===== config.mk =====
export PLATFORM = sky130hd
export DESIGN_NAME = csa_accumulator_20_bit_flat
export DESIGN_NICKNAME = d
export VERILOG_FILES = /design/src/rtl/csa_accumulator_20_bit_pkg.sv /design/src/rtl/csa_accumulator_20_bit_if.sv /design/src/rtl/csa_3to2_20_bit.sv /design/src/rtl/csa_accumulator_20_bit.sv /design/src/flat_wrapper.sv
export SDC_FILE = /design/constraint.sdc
export NUM_CORES = 1
export LEC_CHECK = 0
export ABC_AREA = 1
export CAP_MARGIN = 15
export CORE_MARGIN = 2
export CORE_UTILIZATION = 23
export CTS_CLUSTER_SIZE = 25
export DETAILED_ROUTE_END_ITERATION = 7
export PLACE_DENSITY_LB_ADDON = 0.25
export RECOVER_POWER = 50
export SETUP_SLACK_MARGIN = 0.05
export SLEW_MARGIN = 20
export SYNTH_ARGS = -nofsm -noshare
export SYNTH_HDL_FRONTEND = slang
export SYNTH_SLANG_ARGS = --single-unit

===== constraint.sdc =====
create_clock -name clk -period 3.6 [get_ports clk]
set_input_delay 0.72 -clock clk [delete_from_list [all_inputs] [get_ports clk]]
set_output_delay 0.72 -clock clk [all_outputs]
set_load 0.05 [all_outputs]

===== src/rtl/csa_accumulator_20_bit_pkg.sv =====
// rtl/csa_accumulator_20_bit_pkg.sv - shared widths and FSM encoding for the carry-save accumulator
package csa_pkg;

  localparam int IN_W       = 16;
  localparam int OUT_W      = 20;
  localparam int N_OPERANDS = 16;
  localparam int CNT_W      = 5;

  typedef enum logic [1:0] {
    IDLE  = 2'd0,
    ACCUM = 2'd1,
    HOLD  = 2'd2
  } state_e;

endpackage


===== src/rtl/csa_accumulator_20_bit_if.sv =====
// rtl/csa_accumulator_20_bit_if.sv - operand stream and result handshake bundle
interface csa_accumulator_20_bit_if;
  import csa_pkg::*;

  logic             in_valid;
  logic             in_ready;
  logic [IN_W-1:0]  in_data;
  logic             in_last;
  logic             out_valid;
  logic             out_ready;
  logic [OUT_W-1:0] out_sum;
  logic [OUT_W-1:0] out_carry;
  logic [CNT_W-1:0] out_count;

  modport master (
    output in_valid, in_data, in_last, out_ready,
    input  in_ready, out_valid, out_sum, out_carry, out_count
  );

  modport slave (
    input  in_valid, in_data, in_last, out_ready,
    output in_ready, out_valid, out_sum, out_carry, out_count
  );

endinterface


===== src/rtl/csa_3to2_20_bit.sv =====
// rtl/csa_3to2_20_bit.sv - combinational 3:2 compressor row; carry output is pre-shifted left by one
module csa_3to2_20_bit
  import csa_pkg::*;
(
  input  logic [OUT_W-1:0] x_i,
  input  logic [OUT_W-1:0] y_i,
  input  logic [OUT_W-1:0] z_i,
  output logic [OUT_W-1:0] s_o,
  output logic [OUT_W-1:0] c_o
);

  logic [OUT_W-2:0] maj;

  assign s_o = x_i ^ y_i ^ z_i;
  // Top majority bit would shift out of the OUT_W window, so it is never formed.
  assign maj = (x_i[OUT_W-2:0] & y_i[OUT_W-2:0]) |
               (x_i[OUT_W-2:0] & z_i[OUT_W-2:0]) |
               (y_i[OUT_W-2:0] & z_i[OUT_W-2:0]);
  assign c_o = {maj, 1'b0};

endmodule


===== src/rtl/csa_accumulator_20_bit.sv =====
// rtl/csa_accumulator_20_bit.sv - frame-based carry-save accumulator feeding the 20-bit CLA
// CSA_ACC_SIGNED_EN: sign-extend operands (two's complement) instead of zero-extending.
module csa_accumulator_20_bit
  import csa_pkg::*;
(
  input  logic                      clk,
  input  logic                      rst_n,
  csa_accumulator_20_bit_if.slave   bus
);

  state_e           state_q, state_d;
  logic [OUT_W-1:0] sum_q, sum_d;
  logic [OUT_W-1:0] carry_q, carry_d;
  logic [CNT_W-1:0] count_q, count_d;
  logic             live_q;

  logic [OUT_W-1:0] operand;
  logic [OUT_W-1:0] row_sum;
  logic [OUT_W-1:0] row_carry;
  logic [CNT_W-1:0] count_inc;
  logic             accept;
  logic             closing;

`ifdef CSA_ACC_SIGNED_EN
  assign operand = {{(OUT_W-IN_W){bus.in_data[IN_W-1]}}, bus.in_data};
`else
  assign operand = {{(OUT_W-IN_W){1'b0}}, bus.in_data};
`endif

  csa_3to2_20_bit u_row (
    .x_i (sum_q),
    .y_i (carry_q),
    .z_i (operand),
    .s_o (row_sum),
    .c_o (row_carry)
  );

  // live_q keeps in_ready low until the first edge after reset release.
  assign bus.in_ready  = live_q && (state_q != HOLD);
  assign bus.out_valid = (state_q == HOLD);
  assign bus.out_sum   = sum_q;
  assign bus.out_carry = carry_q;
  assign bus.out_count = count_q;

  assign accept    = bus.in_valid && bus.in_ready;
  assign count_inc = count_q + CNT_W'(1);
  assign closing   = bus.in_last || (count_inc == CNT_W'(N_OPERANDS));

  always_comb begin
    state_d = state_q;
    sum_d   = sum_q;
    carry_d = carry_q;
    count_d = count_q;
    case (state_q)
      IDLE, ACCUM: begin
        if (accept) begin
          sum_d   = row_sum;
          carry_d = row_carry;
          count_d = count_inc;
          state_d = closing ? HOLD : ACCUM;
        end
      end
      HOLD: begin
        if (bus.out_ready) begin
          state_d = IDLE;
          sum_d   = '0;
          carry_d = '0;
          count_d = '0;
        end
      end
      default: begin
        state_d = IDLE;
        sum_d   = '0;
        carry_d = '0;
        count_d = '0;
      end
    endcase
  end

  always_ff @(posedge clk or negedge rst_n) begin
    if (!rst_n) begin
      state_q <= IDLE;
      sum_q   <= '0;
      carry_q <= '0;
      count_q <= '0;
      live_q  <= 1'b0;
    end else begin
      state_q <= state_d;
      sum_q   <= sum_d;
      carry_q <= carry_d;
      count_q <= count_d;
      live_q  <= 1'b1;
    end
  end

endmodule


===== src/flat_wrapper.sv =====
// flat-port wrapper written by rule: the top's interface ports become plain ports
module csa_accumulator_20_bit_flat import csa_pkg::*;
  (clk, rst_n, bus_in_valid, bus_in_data, bus_in_last, bus_out_ready, bus_in_ready, bus_out_valid, bus_out_sum, bus_out_carry, bus_out_count);
  csa_accumulator_20_bit_if bus_i ();
  input  logic clk;
  input  logic rst_n;
  input wire logic [$bits(bus_i.in_valid)-1:0] bus_in_valid;
  input wire logic [$bits(bus_i.in_data)-1:0] bus_in_data;
  input wire logic [$bits(bus_i.in_last)-1:0] bus_in_last;
  input wire logic [$bits(bus_i.out_ready)-1:0] bus_out_ready;
  output wire logic [$bits(bus_i.in_ready)-1:0] bus_in_ready;
  output wire logic [$bits(bus_i.out_valid)-1:0] bus_out_valid;
  output wire logic [$bits(bus_i.out_sum)-1:0] bus_out_sum;
  output wire logic [$bits(bus_i.out_carry)-1:0] bus_out_carry;
  output wire logic [$bits(bus_i.out_count)-1:0] bus_out_count;
  assign bus_i.in_valid = bus_in_valid;
  assign bus_i.in_data = bus_in_data;
  assign bus_i.in_last = bus_in_last;
  assign bus_i.out_ready = bus_out_ready;
  assign bus_in_ready = bus_i.in_ready;
  assign bus_out_valid = bus_i.out_valid;
  assign bus_out_sum = bus_i.out_sum;
  assign bus_out_carry = bus_i.out_carry;
  assign bus_out_count = bus_i.out_count;
  csa_accumulator_20_bit u_core (.clk(clk), .rst_n(rst_n), .bus(bus_i));
endmodule

==> out/qor.yml <==
power_and_ir_drop:
  swShare: 0.5162
  p_clk_frac: 0.120
  p_comb_frac: 0.559
  power_frac_seq: 0.322
  p_int_mw: 1.436
  peakVddDrop_mv: 0.3934
  p_per_area_mw_per_mm2: 939.8
  switchingPower_mw: 1.533
  p_leak_nw: 1.597
timing:
  fin_ws_ns: 1.105
  period_share: 0.6932
  setup_tns_ns: 0
  fmax_mhz: 400.7
  drv_slew: 0
  max_slew_margin: 0.2166
  finalClockSkew_ns: 0.004392
  hold_viol_final: 0
  setup_viol: 0
  tightest_slew_ns: 1.175
  min_period_ns: 2.495
  grt_setup_unrepaired: "no"
worst_hold_path:
  hp-class: "flip-flop to flip-flop"
synth:
  yosysWarnings: 0
  syn_nets: 280
  yosys_register_bits: 47
  synth_area_per_cell_um2: 9.523
  syn_area_mm2: 0.002276
  synth_cells: 239
  synth-seq-area-share: 0.5168
  yosysUniqueCellTypes: 22
die:
  core_mm2: 0.009684
  rows: 36
  dieWidth_um: 103.5
  die_h_um: 103.5
  dieArea_mm2: 0.01071
  io_pins: 68
  start_util: 0.2350
placement:
  hpwlAfterDp_mm: 3.628
  io_buffers: 66
  dp_slack_ns: 0.7924
  place.gp.congestion: 0.7253
critical_path:
  cp_cell_sequence: "inv_2, nor2_4, nor2_1, clkdlybuf4s50_1"
  crit_path_end_kind: "output pin"
  worst_ep_arrival_time_ns: 1.78
  cp_max_fo: 3
  worstSetupPathType: "flip-flop to output pin"
  max_stage_delay_ns: 0.81
  critPathSlowestCell: "clkdlybuf4s50_1"
  critPathRequiredTime_ns: 2.88
  critPathLaunchType: "flip-flop"
cts:
  cts_tree: "yes"
  numCtsBuffers: 5
  cts_resized: 0
  insertion_delay_ns: 0.29
  cts.sinks: 47
  post_cts_buffers: 0
  root_buffer: "clkbuf_8"
  clockBufferDepth: 2
  ctsHoldBuffers: 0
  cts-htree-levels: 2
  clkTransAtPathRegs_ns: 0.09
route:
  drt_iter0_drc: 41
  wl_per_cell_um: 11.47
  drc: 0
  firstDrtPassIters: 4
  drt_wl_total_mm: 5.045
  vias: 1718
  postRouteAntennaNets: 0
  via_per_inst: 3.905
layout:
  drive_gt1_frac: 0.05212
  syn_to_final_growth_pct: 38.81
  nets: 347
  diodes: 0
global_route:
  grt_pass1_wl_mm: 8.342
  grt_start_max_net_pins: 47
  grt_pass1_vias: 1734
  antenna_found_initial: 0
  grt_usage: 0.1003
  grt_overflow: 0
status:
  outcome: "completed"
job:
  cap_viol_max_count: 0
-- routing by layer --
layer	vias to the layer above	wire [um]	track usage
met4	0	23	0.02733
li1	855	-	-
met1	813	2397	0.1348
met3	2	279	0.02352
met5	-	0	0
met2	48	2344	0.1628
-- layout by cell type (no fill, tap or decap), drive strengths merged, types with 3 or more instances in the layout --
cell,count
clkbuf,9
nand3,4
inv,9
dlygate4sd3,21
buf,3
clkdlybuf4s50,44
nor2,4
nand2,136
fa,15
dfrtp,47
ha,5
-- power by group through the flow --
stage | Clock, mW | Combinational [mW] | Sequential, mW
finish | 0.355 | 1.66 | 0.956
global route | 0.391 | 1.81 | 0.998
CTS | 0.365 | 1.72 | 0.970
detailed placement | 0 | 1.71 | 0.976
global placement | 0 | 1.69 | 0.976
floorplan | 0 | 0.529 | 1.60
-- path summary, 6_finish.rpt --
path                                               startpoint                                  end  slack (ns)  cells past startpoint
setup / recovery                u_core.state_q[1]$_DFFE_PN0P_                         bus_in_ready        1.10                      4
hold / removal             u_core.bus.out_sum[16]$_DFFE_PN0P_   u_core.bus.out_sum[16]$_DFFE_PN0P_        0.52                      2
setup reg to reg                u_core.state_q[1]$_DFFE_PN0P_   u_core.bus.out_sum[18]$_DFFE_PN0P_        1.48                      8
hold reg to reg            u_core.bus.out_sum[16]$_DFFE_PN0P_   u_core.bus.out_sum[16]$_DFFE_PN0P_        0.52                      2
max in group asynchronous                               rst_n   u_core.bus.out_sum[18]$_DFFE_PN0P_        2.23                      2
min in group asynchronous                               rst_n  u_core.bus.out_count[4]$_DFFE_PN0P_        0.63                      1
-- through the flow --
stage               hold WS, ns  instance area, um2    util  power (mW)  std cells
floorplan                0.4244                2276       -       2.125        239
global placement         0.5092                3040  0.3140       2.665        431
detailed placement       0.5134                3060  0.3160       2.686        432
CTS                      0.3894                3161  0.3264       3.051        440
global route             0.5540                3159  0.3262       3.200        440
finish                   0.5176                3159  0.3262       2.969        440
-- worst max-delay path: cells and delay by family, from the launching register on --
kind / cells / cell delay, ns
buffers and inverters: 2 / 0.92
flip-flops: 1 / 0.44
AND/OR/NAND/NOR: 2 / 0.13
-- cell type report --
| cell class | instances | area, um2 |
|---|---|---|
| fillers | 1008 | 6525 |
| flip-flops and latches | 47 | 1176 |
| multi-input cells | 174 | 993.5 |
| repair buffers | 69 | 689.4 |
| well taps | 133 | 166.4 |
| clock buffers | 8 | 100.1 |
| inverters | 9 | 33.78 |
-- cell families after synthesis --
kind of cell             count (synthesis)  synth area share
XOR/XNOR                                 1          0.003849
adder cells (fa/ha/maj)                 20            0.1594
buffers and inverters                   18           0.04673
AND/OR/NAND/NOR                        146            0.2573
other                                    2          0.003300
flip-flops                              47            0.5168
AO/OA/AOI/OAI                            5           0.01264
-- sequential cells by signal, indices dropped and copies added, names as in the netlist --
signal                count
u_core.bus.out_sum       20
u_core.bus.out_carry     19
u_core.bus.out_count      5
u_core.state_q            2
u_core.live_q             1
-- cell usage after synthesis --
master,n,area (um2)
nand2_1,133,499.2
dfrtp_1,47,1176
fa_1,15,300.3
inv_1,8,30.03
ha_1,5,62.56
buf_2,4,20.02
buf_6,4,45.04
nand3_1,4,20.02
conb_1,2,7.510
nand2_2,2,12.51
nand4_1,2,12.51
nor2_1,2,7.510
nor2_4,2,22.52
a21oi_1,1,5.000
buf_4,1,7.510
inv_2,1,3.750
nand2_4,1,11.26
o21ai_0,1,5.000
o21ai_1,1,5.000
o22ai_1,1,6.260
o31ai_1,1,7.510
xnor2_1,1,8.760
Note: power is estimated with default switching activity, not from simulation.
